$ cat src/rtl/mem_arbiter.sv
`default_nettype none
// ============================================================================
// mem_arbiter : round-robin arbiter between the fetch and load/store ports of
//               a single-port word RAM; sequences setup / enable / capture.
// Revision    : 1.0
// ============================================================================
module mem_arbiter #(
    parameter int DATA_WIDTH = 32,
    parameter int ADDR_SPACE = 9
) (
    input  logic                  clock,
    input  logic                  clear,
    input  logic                  i_req,
    input  logic [ADDR_SPACE-1:0] i_addr,
    output logic                  i_ack,
    output logic [DATA_WIDTH-1:0] i_rdata,
    input  logic                  d_req,
    input  logic                  d_we,
    input  logic [ADDR_SPACE-1:0] d_addr,
    input  logic [DATA_WIDTH-1:0] d_wdata,
    output logic                  d_ack,
    output logic [DATA_WIDTH-1:0] d_rdata,
    output logic                  busy,
    output logic [ADDR_SPACE-1:0] ram_addr,
    output logic [DATA_WIDTH-1:0] ram_datain,
    output logic                  ram_read,
    output logic                  ram_write,
    output logic                  ram_enable,
    input  logic [DATA_WIDTH-1:0] ram_dataout
);

    typedef enum logic [1:0] {
        S_IDLE   = 2'd0,
        S_SETUP  = 2'd1,
        S_STROBE = 2'd2,
        S_DONE   = 2'd3
    } state_t;

    state_t                state_q, state_d;
    logic                  last_q, last_d;      // 1: data port was granted last
    logic                  sel_q, sel_d;        // 1: data port owns the access
    logic [ADDR_SPACE-1:0] ram_addr_q, ram_addr_d;
    logic [DATA_WIDTH-1:0] ram_datain_q, ram_datain_d;
    logic                  ram_read_q, ram_read_d;
    logic                  ram_write_q, ram_write_d;
    logic                  ram_enable_q, ram_enable_d;
    logic                  i_ack_q, i_ack_d;
    logic                  d_ack_q, d_ack_d;
    logic [DATA_WIDTH-1:0] i_rdata_q, i_rdata_d;
    logic [DATA_WIDTH-1:0] d_rdata_q, d_rdata_d;
    logic                  busy_q, busy_d;
    logic                  grant_data;

    always_ff @(posedge clock or posedge clear) begin
        if (clear) begin
            state_q      <= S_IDLE;
            last_q       <= 1'b0;
            sel_q        <= 1'b0;
            ram_addr_q   <= '0;
            ram_datain_q <= '0;
            ram_read_q   <= 1'b0;
            ram_write_q  <= 1'b0;
            ram_enable_q <= 1'b0;
            i_ack_q      <= 1'b0;
            d_ack_q      <= 1'b0;
            i_rdata_q    <= '0;
            d_rdata_q    <= '0;
            busy_q       <= 1'b0;
        end else begin
            state_q      <= state_d;
            last_q       <= last_d;
            sel_q        <= sel_d;
            ram_addr_q   <= ram_addr_d;
            ram_datain_q <= ram_datain_d;
            ram_read_q   <= ram_read_d;
            ram_write_q  <= ram_write_d;
            ram_enable_q <= ram_enable_d;
            i_ack_q      <= i_ack_d;
            d_ack_q      <= d_ack_d;
            i_rdata_q    <= i_rdata_d;
            d_rdata_q    <= d_rdata_d;
            busy_q       <= busy_d;
        end
    end

    always_comb begin
        state_d      = state_q;
        last_d       = last_q;
        sel_d        = sel_q;
        ram_addr_d   = ram_addr_q;
        ram_datain_d = ram_datain_q;
        ram_read_d   = ram_read_q;
        ram_write_d  = ram_write_q;
        ram_enable_d = ram_enable_q;
        i_ack_d      = 1'b0;
        d_ack_d      = 1'b0;
        i_rdata_d    = i_rdata_q;
        d_rdata_d    = d_rdata_q;
        // On a tie the port that did not win last time takes the grant.
        grant_data   = d_req && (!i_req || !last_q);

        case (state_q)
            S_IDLE: begin
                ram_enable_d = 1'b0;
                if (i_req || d_req) begin
                    sel_d        = grant_data;
                    last_d       = grant_data;
                    ram_addr_d   = grant_data ? d_addr : i_addr;
                    ram_datain_d = grant_data ? d_wdata : '0;
                    ram_read_d   = grant_data ? !d_we : 1'b1;
                    ram_write_d  = grant_data && d_we;
                    state_d      = S_SETUP;
                end else begin
                    ram_read_d  = 1'b0;
                    ram_write_d = 1'b0;
                end
            end
            S_SETUP: begin
                ram_enable_d = 1'b1;
                state_d      = S_STROBE;
            end
            S_STROBE: begin
                ram_enable_d = 1'b0;
                if (ram_read_q) begin
                    if (sel_q) d_rdata_d = ram_dataout;
                    else       i_rdata_d = ram_dataout;
                end
                if (sel_q) d_ack_d = 1'b1;
                else       i_ack_d = 1'b1;
                state_d = S_DONE;
            end
            S_DONE: begin
                ram_read_d  = 1'b0;
                ram_write_d = 1'b0;
                state_d     = S_IDLE;
            end
            default: state_d = S_IDLE;
        endcase

        busy_d = (state_d != S_IDLE);
    end

    assign i_ack      = i_ack_q;
    assign d_ack      = d_ack_q;
    assign i_rdata    = i_rdata_q;
    assign d_rdata    = d_rdata_q;
    assign busy       = busy_q;
    assign ram_addr   = ram_addr_q;
    assign ram_datain = ram_datain_q;
    assign ram_read   = ram_read_q;
    assign ram_write  = ram_write_q;
    assign ram_enable = ram_enable_q;

endmodule
`default_nettype wire

$ cat config.mk
export PLATFORM = sky130hd
export DESIGN_NAME = mem_arbiter
export DESIGN_NICKNAME = d
export VERILOG_FILES = /design/src/rtl/mem_arbiter.sv
export SDC_FILE = /design/constraint.sdc
export NUM_CORES = 1
export LEC_CHECK = 0
export BUFFER_PORTS_ARGS = -buffer_cell sky130_fd_sc_hd__buf_2
export CAP_MARGIN = 15
export CELL_PAD_IN_SITES_DETAIL_PLACEMENT = 1
export CELL_PAD_IN_SITES_GLOBAL_PLACEMENT = 2
export CORE_MARGIN = 4
export CORE_UTILIZATION = 32
export DETAILED_ROUTE_END_ITERATION = 12
export GPL_ROUTABILITY_DRIVEN = 0
export HOLD_SLACK_MARGIN = 0.08
export PLACE_DENSITY = 0.86
export SYNTH_ARGS = -nofsm -noshare
export SYNTH_HDL_FRONTEND = slang
export SYNTH_SLANG_ARGS = --single-unit
export TNS_END_PERCENT = 1
$ cat constraint.sdc
create_clock -name clock -period 8.6 [get_ports clock]
set_input_delay 0.86 -clock clock [delete_from_list [all_inputs] [get_ports clock]]
set_output_delay 0.86 -clock clock [all_outputs]
set_load 0.05 [all_outputs]
After elaboration in Yosys (flattened, before gate mapping) --
Cells that the tools add are included.
Storage, ports and cells: flip-flop bits (word level) 114, bits in latches 0, memory bits (writable) 0, memory bits (read-only) 0, input port bits 87, output and inout bits 111, word-level logic and storage cells 45, memories kept 0
Cells by class: $add $sub $neg 0, multiply operators 0, div/mod/pow operators 0, magnitude comparators 0, eq/ne operators 3, shift operators 0, mux-type cells 14, bitwise gates (word level) 1, reductions and logical operators 15
Operators by type and width (count):
- $mux W32 | 1
- $mux W9 | 1
- $pmux W2 S4 | 1
- $mux W1 | 7
- $pmux W1 S2 | 3
- $reduce_and A3 Y1 | 2
- $reduce_bool A2 Y1 | 3
- $eq A2 B2 Y1 const B | 2
- $logic_not A1 Y1 | 3
- $eq A2 B1 Y1 const B | 1
- $logic_and A1 B1 Y1 | 2
- $logic_not A2 Y1 | 1
- $logic_or A1 B1 Y1 | 2
- $mux W2 | 1
- $reduce_and A2 Y1 | 1
- $reduce_or A2 Y1 | 1
- $not A1 Y1 | 1

Logic depth before layout (Yosys ltp) --
word-level depth 6, depth in mapped cells 6, mapped depth without buffers 5

Worst setup path before layout --
OpenSTA, ideal clock, no wires.
kind in2reg, start point input port d_req, end point register ram_datain_q[0], in the netlist ram_datain[0], setup time 0.121 ns, arrival time 1.575 ns, required time 8.479 ns, path slack 6.904 ns, stages on the path 5, buffers on the path 2, cells stage by stage a21boi_1 -> and2_1 -> buf_2 -> buf_6 -> a22o_1
Between the ends: cells in the longest elaborated chain, start to end 2, elaborated cells between the ends (all ways) 4, those cells by class 1 x mux; 3 x reduce/logical
RTL lines:
- start, declared | RTL line 17 | input logic d_req,
- $logic_and A1 B1 Y1 / $logic_or A1 B1 Y1 (equally long branches) | RTL line 100, 105
- $mux W32 / $reduce_and A2 Y1 (equally long branches)
- end signal, assigned | RTL line 74 | ram_datain_q <= ram_datain_d;
- end, declared | RTL line 43 | logic [DATA_WIDTH-1:0] ram_datain_q, ram_datain_d;
Parallel ways exist; a longest one is shown, timed or not. A chain may end at the register's enable or synchronous reset.

Worst setup path after layout --
start point input port d_req, end point register ram_datain_q[25], in the netlist ram_datain[25]
The elaborated chain is that of the path after synthesis.

==> run summary <==
The fraction of post-synthesis cell area in the top cell type by area came out at 66.1%. The number of antenna-violating nets in the routed design is 0. The sum of negative setup slack is 0 ps.

On the worst path, the slowest cell contributes a delay of 670 ps. The number of synthesized flops with an enable pin came out at 0. Of all flip-flops after synthesis, the portion carrying an async set or reset was 100%. The detailed-router iteration count before antenna repair came out at 4.

Setup repair after global routing left no endpoint under its margin. The Yosys step of the flow raised 0 warnings. Counting the fill cells in the layout gives 1,443. The total congestion overflow after global routing came out at 0. The worst slew margin relative to its limit is 40.2%. The fraction of layout cells with a size suffix above 1 came out at 58.4%. The root buffer cell chosen for the clock tree is clkbuf_16. The footprint of the flip-flops and latches came out at 2850 sq um. The number of antenna violations at the first check in global routing was 0. The largest individual stage delay along the critical path comes from the cell a21boi_1.

Post-CTS timing repair inserted 0 buffers for setup. In this run the critical register-to-register path is launched from state_q[0]. The initial cell density of the core is 32.6%. The total CTS buffers is 17. The largest net degree at the start of global routing is 60.

The leading cell type by number of instances after synthesis is dfrtp_1. The min-delay analysis places its worst path in the category reg2reg. The max-cap violation count came out at 0. Counting instances in the post-synthesis netlist gives the leading cell types as dfrtp_1, mux2_2, a22o_1. Traced cell by cell, the critical path runs through buf_2 -> a21boi_1 -> and2_1 -> buf_16 -> a22o_1. The gate count after technology mapping came out at 288.

The number of global-route vias before repair came out at 3,361. The number of buffers and inverters on the critical path is 2. Counting along the longest clock path gives a buffer depth of 2. The total number of placement rows is 42. The DRC violations left is 0.

The tree built by TritonCTS fans out to 114 sinks. The post-cts sizing count is 0. The minimum setup slack among reg-to-reg paths came out at 6330 ps. The global-route wire length before repair came out at 17,400 um. In this run the most critical hold path is launched from i_rdata[5]. The endpoint of the lowest-slack register-to-register path is d_rdata[8].

The number of distinct standard cells referenced by the synthesized netlist came out at 27. The critical path data required time is 8930 ps. After synthesis, the cell types taking the most area are dfrtp_1, mux2_2, a22o_1. The final number of hold-violating endpoints is 0. TritonCTS built the clock tree.

Detailed placement finished with a half-perimeter wire length of 8470 um. Setup violations remaining at the end of the flow were counted as 0. STA classifies the critical path endpoint as a register.

The biggest area contributor in the post-synthesis netlist is dfrtp_1. The fraction of the yosys area taken by sequential cells is 66.1%. The category of cells accounting for the largest share of critical-path delay is compound AO/OA/AOI/OAI gates. At the worst endpoint, the arrival time is 2630 ps. The most used flip-flop cell after synthesis is dfrtp_1. Counting instances, the worst hold path has a depth of 1. Synthesis inferred 114 register bits.

The run finished with clean final reports. The minimum period implied by the final worst setup slack is 2300 ps. The final worst clock skew is 11.0 ps. Once placement finished, the instance area stood at 5440 sq um.

The depth of the worst register-to-register path is 4. The total vias in the final route came out at 3,212. The transition at the pin with the smallest max-transition slack is 896 ps. The area growth from synthesis to layout came out at 40.4%. For this block, the initial DRC count from the detailed router was 94. The fmax is 0.434 GHz.

The worst hold path terminates at i_rdata[5]. The final routed wire length divided by cell count came out at 17.2 um. The cell area after technology mapping is 4310 sq um. The number of nets in the final layout came out at 580. The deepest level of the CTS H-tree came out at 4. The count of input and output buffers came out at 197. The count of final max-slew check failures came out at 0. The worst-path maximum fanout came out at 23. The wire length after detailed routing is 11,700 um. The global routing usage summed across all routing layers came out at 14.8%.

The antenna diode count came out at 0. The ratio of routed vias to standard cells is 4.74. The height of the die came out at 124 um. Buffers inserted to repair hold after CTS numbered 0.

The clock-pin slew of the registers on the worst-case setup and hold paths is 50 ps. In the final layout, the multi-input gates occupy 1350 sq um. The summed area of non-filler cells in the final layout came out at 6060 sq um.

198 I/O pins were placed. The share of the clock period used by the worst path is 26.8%. The die footprint came out at 15,400 sq um. The die extent in x is 124 um. For the worst-skew pair, the clock arrives at the later sink with an insertion delay of 400 ps. The area of the placeable core is 13,200 sq um.

The element type at the critical path start is an input port. The total nets after synthesis is 378. The category of the critical setup timing path is in2reg. A synthesized cell averages 15.0 sq um.
==> stage by stage <==
step	util, %	setup WS (ps)	hold WS [ps]	instances
2_1_floorplan	-	4720	509	288
3_3_place_gp	41.0	5670	468	646
3_5_place_dp	41.0	5530	477	646
4_1_cts	45.5	5940	489	677
5_1_grt	45.7	6070	495	678
6_report	45.7	6300	484	678
==> per-layer routing <==
layer / track usage [%] / vias to the layer above / wire (um)
met5: 0 / - / 0
met4: 4.79 / 0 / 59
met3: 5.90 / 4 / 1110
met2: 25.0 / 138 / 5830
met1: 17.4 / 1626 / 4660
li1: - / 1444 / -
==> layout make-up <==
type,count,area share (%)
Sequential cell,114,47.1
Multi-Input combinational cell,154,22.2
Timing Repair Buffer,200,17.0
Clock buffer,21,7.60
Tap cell,176,3.64
Clock inverter,10,2.21
Inverter,3,0.227
==> worst max path at each step <==
| stage | from | end | cells after the start |
|---|---|---|---|
| after floorplan | clear | busy | 1 |
| after global placement | d_req | ram_datain[26] | 4 |
| after detailed placement | d_req | ram_datain[30] | 4 |
| after CTS | d_req | ram_datain[25] | 4 |
| after global routing | d_req | ram_datain[25] | 5 |
| final | d_req | ram_datain[25] | 5 |
==> cells in the final DEF (no fill, tap or decap), types with 3 or more instances in the layout <==
| cell type | instances |
|---|---|
| a21oi_1 | 18 |
| a22o_1 | 32 |
| buf_2 | 197 |
| bufinv_16 | 3 |
| clkbuf_16 | 17 |
| clkinv_2 | 4 |
| dfrtp_1 | 114 |
| ha_1 | 3 |
| mux2_1 | 7 |
| mux2_2 | 58 |
| nand2_1 | 9 |
| nor2_1 | 12 |
==> state kept, by name, summed over array words and instances (netlist names) <==
signal and flops:
i_ack 1, ram_read 1, d_rdata 32, ram_write 1, busy 1, ram_enable 1, state_q 2, ram_addr 9
d_ack 1, i_rdata 32, sel_q 1, ram_datain 32
==> cell families after synthesis <==
logic type                 after synthesis  share of synthesized area, %
muxes                                   65                          17.0
and+or+nand+nor                         27                          3.10
buffers and inverters                   20                          2.73
adders and majority gates                3                         0.870
AOI/OAI and AO/OA                       59                          10.2
DFF                                    114                          66.1
Power is not shown: default switching activity piles up to over one toggle a cycle in this logic, so the estimate is an artifact.
